## src/rtl/hazard_pkg.sv

```systemverilog
// Shared types and helpers for the hazard scoreboard: shadow-pipeline entry
// layout and the youngest-producer search used by both operand paths.
package hazard_pkg;

  localparam logic [4:0] ZERO_REG   = 5'd31;
  localparam int         MAX_STAGES = 16;

  typedef struct packed {
    logic       valid;
    logic [4:0] rd;
    logic       we;
    logic       load;
  } sb_entry_t;

  typedef sb_entry_t [MAX_STAGES-1:0] sb_vec_t;

  // Returns the 1-based index of the youngest producer of src, or 0 when none.
  // A producer never has rd == zero_reg, so a zero-register source never matches.
  function automatic int youngest_match(input sb_vec_t entries,
                                        input logic [4:0] src,
                                        input logic [4:0] zero_reg);
    int idx;
    idx = 0;
    for (int k = MAX_STAGES - 1; k >= 0; k--) begin
      if (entries[k].valid && entries[k].we &&
          entries[k].rd != zero_reg && entries[k].rd == src)
        idx = k + 1;
    end
    return idx;
  endfunction

endpackage

```

## src/rtl/sb_stage.sv

```systemverilog
// One shadow-pipeline entry: loads its predecessor each enabled edge and can
// drop the valid bit on the same edge to squash wrong-path work.
module sb_stage
  import hazard_pkg::*;
(
  input  logic      clk,
  input  logic      reset,
  input  logic      en,
  input  logic      clr,
  input  sb_entry_t d,
  output sb_entry_t q
);

  always_ff @(posedge clk or negedge reset) begin
    if (!reset) begin
      q <= '0;
    end else if (en) begin
      q <= d;
      if (clr) q.valid <= 1'b0;
    end
  end

endmodule

```

## src/rtl/hazard_scoreboard.sv

```systemverilog
// Hazard/forwarding controller: tracks in-flight destinations in a STAGES-deep
// shadow pipeline and derives forwarding selects, load-use stalls and a stall count.
module hazard_scoreboard #(
  parameter int         STAGES      = 3,
  parameter int         LOAD_READY  = 2,
  parameter int         FLUSH_DEPTH = 1,
  parameter logic [4:0] ZERO_REG    = hazard_pkg::ZERO_REG,
  parameter int         COUNT_W     = 32,
  localparam int        SEL_W       = $clog2(STAGES + 1)
) (
  input  logic               clk,
  input  logic               reset,
  input  logic               issue_valid,
  input  logic [4:0]         issue_rd,
  input  logic               issue_we,
  input  logic               issue_load,
  input  logic [4:0]         src_n,
  input  logic [4:0]         src_m,
  input  logic               use_n,
  input  logic               use_m,
  input  logic               flush,
  output logic               stall,
  output logic [SEL_W-1:0]   fwd_n,
  output logic [SEL_W-1:0]   fwd_m,
  output logic [COUNT_W-1:0] stall_count
);

  import hazard_pkg::*;

  if (LOAD_READY < 1 || LOAD_READY > STAGES) begin : g_bad_load_ready
    $error("hazard_scoreboard: LOAD_READY must lie in 1..STAGES");
  end
  if (FLUSH_DEPTH < 0 || FLUSH_DEPTH > STAGES) begin : g_bad_flush_depth
    $error("hazard_scoreboard: FLUSH_DEPTH must lie in 0..STAGES");
  end
  if (STAGES < 1 || STAGES > MAX_STAGES) begin : g_bad_stages
    $error("hazard_scoreboard: STAGES out of supported range");
  end

  sb_entry_t stage_q [STAGES];
  sb_entry_t issue_entry;
  sb_vec_t   vec;
  int        match_n;
  int        match_m;
  logic      load_n;
  logic      load_m;
  logic      haz_n;
  logic      haz_m;

  always_comb begin
    vec = '0;
    for (int k = 0; k < STAGES; k++) vec[k] = stage_q[k];
  end

  // A hazard exists only when the youngest producer is a load whose data
  // has not yet reached the first stage that can supply it.
  always_comb begin
    match_n = use_n ? youngest_match(vec, src_n, ZERO_REG) : 0;
    match_m = use_m ? youngest_match(vec, src_m, ZERO_REG) : 0;
    load_n  = 1'b0;
    load_m  = 1'b0;
    for (int k = 0; k < STAGES; k++) begin
      if (match_n == k + 1) load_n = stage_q[k].load;
      if (match_m == k + 1) load_m = stage_q[k].load;
    end
    haz_n = load_n && (match_n < LOAD_READY);
    haz_m = load_m && (match_m < LOAD_READY);
  end

  assign stall = issue_valid && !flush && (haz_n || haz_m);
  assign fwd_n = SEL_W'(match_n);
  assign fwd_m = SEL_W'(match_m);

  assign issue_entry = '{valid: issue_valid && !stall && !flush,
                         rd:    issue_rd,
                         we:    issue_we,
                         load:  issue_load};

  for (genvar k = 0; k < STAGES; k++) begin : g_stage
    sb_entry_t d;
    if (k == 0) begin : g_head
      assign d = issue_entry;
    end else begin : g_tail
      assign d = stage_q[k-1];
    end
    sb_stage u_stage (
      .clk   (clk),
      .reset (reset),
      .en    (1'b1),
      .clr   (flush && (k < FLUSH_DEPTH)),
      .d     (d),
      .q     (stage_q[k])
    );
  end

  always_ff @(posedge clk or negedge reset) begin
    if (!reset) begin
      stall_count <= '0;
    end else if (stall && stall_count != {COUNT_W{1'b1}}) begin
      stall_count <= stall_count + 1'b1;
    end
  end

endmodule

```

## config.mk

```make
export PLATFORM = sky130hd
export DESIGN_NAME = hazard_scoreboard
export DESIGN_NICKNAME = d
export VERILOG_FILES = /design/src/rtl/hazard_pkg.sv /design/src/rtl/sb_stage.sv /design/src/rtl/hazard_scoreboard.sv
export SDC_FILE = /design/constraint.sdc
export NUM_CORES = 1
export LEC_CHECK = 0
export ABC_AREA = 1
export BUFFER_PORTS_ARGS = -buffer_cell sky130_fd_sc_hd__buf_2
export CAP_MARGIN = 0
export CORE_MARGIN = 8
export CORE_UTILIZATION = 40
export CTS_BUF_LIST = sky130_fd_sc_hd__clkbuf_4
export DETAILED_ROUTE_END_ITERATION = 8
export SLEW_MARGIN = 20
export SYNTH_ARGS = -nofsm -noshare
export SYNTH_HDL_FRONTEND = slang
export SYNTH_SLANG_ARGS = --single-unit
export TNS_END_PERCENT = 100
```

## constraint.sdc

```tcl
create_clock -name clk -period 2.14 [get_ports clk]
set_input_delay 0.214 -clock clk [delete_from_list [all_inputs] [get_ports clk]]
set_output_delay 0.214 -clock clk [all_outputs]
set_load 0.03 [all_outputs]
```

Word-level counts from Yosys, hierarchy flattened
Index checks and enable logic that the tools add are counted.
Widths: inputs -> output; s select.
{"block": "totals", "output_inout_bits": 37, "ff_bits": 56}
{"block": "op_classes", "n_reduce_logical": 22, "addsub": 1, "muxes": 15, "n_eq_ne": 16, "n_lt_le_gt_ge": 2}
{"operator": "$eq 32x3->1 const B", "n": 4}
{"operator": "$eq 32x2->1 const B", "n": 2}
{"operator": "$add 32x1->32 const B", "n": 1}
{"operator": "$lt 32x3->1 const B", "n": 1}
{"operator": "$mux 32", "n": 1}
{"operator": "$ne 32x32->1 const B", "n": 1}
{"operator": "$eq 5x5->1", "n": 6}
{"operator": "$logic_and 1x1->1", "n": 19}
{"operator": "$ne 5x5->1 const B", "n": 3}
{"operator": "$mux 2", "n": 7}
{"operator": "$mux 1", "n": 7}
{"operator": "$logic_not 1->1", "n": 2}
{"operator": "$lt 2x2->1 const B", "n": 1}
{"operator": "$logic_or 1x1->1", "n": 1}

Logic depth before layout (Yosys ltp)
{"block": "logic_depth", "depth_word": 18, "ltp_mapped": 12, "depth_no_buf": 10}

Modules after synthesis
Synthesis repeated with hierarchy kept, for this count alone.
{"block": "hier_totals", "hier_cells": 494, "hier_area_um2": 3569.7}
{"module": "hazard_scoreboard", "area_per_inst_um2": 2638.8, "seq_area_each_um2": 800.8, "instances": 1, "cells_per_inst": 389}
{"module": "sb_stage", "area_per_inst_um2": 310.3, "seq_area_each_um2": 200.2, "instances": 3, "cells_per_inst": 35}

Worst setup path after synthesis
Ideal clock, no wire load.
{"block": "synth_path", "kind": "register to output", "startpoint": "reg g_stage[0].u_stage.q[2] in the netlist's numbering", "endpoint": "out stall", "stages_incl_launch_ff": 6, "t_required_ns": 1.926, "arrival_ns": 1.663, "path_slack_ns": 0.263, "n_path_buf": 0, "cell_sequence": "dfrtp_1 -> xnor2_1 -> nand3_1 -> nor2_1 -> nand4_1 -> a21boi_0"}
{"block": "synth_via", "elab_chain_len": 12, "elab_cells_between_ends": 28, "cone_classes": "2 x order compare; 9 x eq/ne; 10 x mux; 7 x reduce/logical"}
{"element": "start: declaration", "line_no": "sb_stage.sv:11", "source": "output sb_entry_t q"}
{"element": "branches (longest 10 deep; another with $lt 32x3->1)"}
{"element": "$logic_or 1x1->1 *", "line_no": "hazard_scoreboard.sv:70", "source": "assign stall = issue_valid && !flush && (haz_n || haz_m);"}
{"element": "$logic_and 1x1->1 *", "line_no": "hazard_scoreboard.sv:70"}
{"element": "end: declaration", "line_no": "hazard_scoreboard.sv:22", "source": "output logic stall,"}
Every way passes the cells marked *.

Final worst setup path
{"block": "layout_path", "startpoint": "reg g_stage[0].u_stage.q[5] in the netlist's numbering", "endpoint": "out stall"}
Same word-level chain as after synthesis.

==> flow_summary.json <==
{
  "grt_antenna_before_repair": 0,
  "ff2ff_path_depth": 6,
  "cp-start-kind": "register",
  "cts-root-buf": "clkbuf_4",
  "area_delta_synth_final_pct": 17.2,
  "slew_viol_final": 0,
  "finalCritPeriodShare_pct": 93.8,
  "io_pins": 60,
  "wl_per_cell_um": 15.1,
  "portBuffers": 59,
  "initial_core_util_pct": 40.8,
  "leakagePower_nw": 1.94,
  "maxCapViolations": 0,
  "syn-num-nets": 466,
  "crit_cells": 5,
  "dr.pass1.iters": 4,
  "fin_skew_ns": 0.0130,
  "outcome": "finished clean",
  "route.met2.wl_um": 4410,
  "track_usage_pct": 17.4,
  "regToRegSetupSlack_ns": 0.22,
  "yosysWarnings": 0,
  "critPathLaunch": "g_stage[0].u_stage.q[5]",
  "p_per_area_mw_per_mm2": 432,
  "maxSlewHeadroom_pct": 53.3,
  "clkSinkCount": 54,
  "cp_slowest_cell": "dfrtp_1",
  "place.gp.congestion": 0.918,
  "period_minus_slack_ns": 2.01,
  "crit_chain": "xor2_1 -> nor2_1 -> nand4_1 -> a21boi_2 -> buf_6",
  "drt_iter0_markers": 113,
  "final_common_cell": "nand2_1",
  "drive_gt1_share_pct": 17.9,
  "worstSetupPathType": "register to output pin",
  "die_w_um": 107,
  "die_area_mm2": 0.0115,
  "hp-class": "input port to register",
  "crit_family": "flip-flops",
  "final_nets": 537,
  "cts_setup_buffers": 0,
  "peakVddDrop_uv": 181,
  "top_layer": "met4",
  "via_count": 3086,
  "viasPerCell": 4.99,
  "setup_viol": 0,
  "met1_length_um": 4450,
  "synth_area_mm2": 0.00332,
  "max-clock-path-buffers": 2,
  "crit_path_max_fanout": 5,
  "fmax_mhz": 498,
  "coreArea_mm2": 0.00813,
  "clock_latency_ns": 0.37,
  "endpoint": "stall",
  "tightest_slew_ns": 0.700,
  "die_y_um": 107,
  "fin_setup_tns_ns": 0,
  "ys_seq_area_share_pct": 40.7,
  "final_area_mm2": 0.00389,
  "place_area_mm2": 0.00374,
  "r2r-end": "stall_count[11]",
  "crit_arrival_ns": 1.79,
  "final_cell_mix": "nand2_1 (166), buf_2 (58), nor2_1 (54)",
  "synth.distinct_cells": 26,
  "synth_area_per_cell_um2": 7.51,
  "h-tree-depth": 2,
  "cts_tree": "built",
  "netlist_instances": 442,
  "grt_pass1_wl_um": 16100,
  "hold_violations": 0,
  "slowest_delay_ns": 0.47,
  "crit_path_end_kind": "output pin",
  "wl_met3_um": 406,
  "cts_made_buffers": 5,
  "holdWs_ns": 0.0391,
  "ant_nets": 0,
  "worst-path-buf-inv": 1,
  "required_ns": 1.93,
  "route.detailed.drc": 0,
  "rows": 33,
  "r2r-start": "g_stage[0].u_stage.q[5]",
  "grt_max_degree": 34,
  "clkSlewWorstSetupHoldPaths_ns": 0.13,
  "ys_seq_elements": 54,
  "place_hpwl_um": 7280,
  "grt-ovfl-total": 0,
  "first_global_vias": 3160,
  "routed_wl_um": 9320,
  "antenna_cells": 0
}
cell usage after synthesis, drive strengths merged:
| cell | number | area [um2] |
|---|---|---|
| nand4 | 45 | 294 |
| a21boi | 1 | 7.51 |
| nor3 | 7 | 35.0 |
| and3 | 1 | 6.26 |
| nand3b | 3 | 22.5 |
| xnor2 | 28 | 245 |
| xor2 | 26 | 228 |
| clkbuf | 5 | 20.0 |
| nand3 | 5 | 25.0 |
| ha | 1 | 12.5 |
| dfrtp | 54 | 1350 |
| nand2 | 169 | 642 |
| buf | 8 | 66.3 |
| a21oi | 2 | 10.0 |
| a31oi | 1 | 6.26 |
| o21bai | 1 | 7.51 |
| o21ai | 1 | 5.00 |
| inv | 24 | 90.1 |
| nor2 | 60 | 245 |
what timing repair did:
action,CTS,global route
pin swaps,0,1
hold endpoints to repair,37,0
hold buffers,8,0
endpoints found under the setup margin,1,11
gates resized for setup,2,7
routing by layer:
layer / track usage (%) / up-vias
met5: 0 / -
met4: 3.32 / 0
met3: 3.18 / 5
met2: 27.5 / 54
met1: 24.2 / 1464
li1: - / 1563
logic make-up (layout without fill, tap and decap cells):
group,Yosys count,in the layout,share of synthesized area [%]
flops,54,54,40.7
xor+xnor,54,54,14.2
fa+ha+maj,1,1,0.377
simple gates,290,290,38.3
buf+inv,37,108,5.31
compound gates,6,6,1.09
layout make-up:
type | count | area, um2
tap | 105 | 131
sequential | 54 | 1350
clock buffer | 7 | 52.6
timing repair buffer | 77 | 457
inverter | 24 | 90.1
multi-input combinational | 351 | 1800
fill | 814 | 4250
flip-flops by register name, indices dropped and copies added, names as in the netlist:
register / cells
stall_count: 32
g_stage.u_stage.q: 22
per-stage QoR:
| step | power (mW) | instances | util (%) | setup slack, ns |
|---|---|---|---|---|
| floorplan | 1.16 | 442 | - | 0.263 |
| global placement | 1.24 | 603 | 45.9 | 0.302 |
| detailed placement | 1.24 | 603 | 45.9 | 0.231 |
| CTS | 1.70 | 618 | 47.6 | 0.0286 |
| global route | 1.77 | 618 | 47.8 | -0.00179 |
| finish | 1.68 | 618 | 47.8 | 0.132 |
power by group:
group	internal, mW	leakage (nW)	switching [mW]	total, mW
clock network	0.150	0.0322	0.299	0.449
logic	0.0704	1.20	0.0948	0.165
registers	1.04	0.705	0.0245	1.07
how the worst min path moves through the flow:
stage               start                 endpoint  slack, ns  cells past startpoint
floorplan           reset  g_stage[0].u_stage.q[0]      -0.08                      0
CTS                 flush  g_stage[0].u_stage.q[7]       0.02                      2
finish              flush  g_stage[0].u_stage.q[7]       0.04                      2
global placement    reset  g_stage[0].u_stage.q[0]       0.31                      1
detailed placement  reset  g_stage[0].u_stage.q[4]       0.31                      1
global route        flush  g_stage[0].u_stage.q[7]       0.02                      2
(Power assumes the default switching activity.)
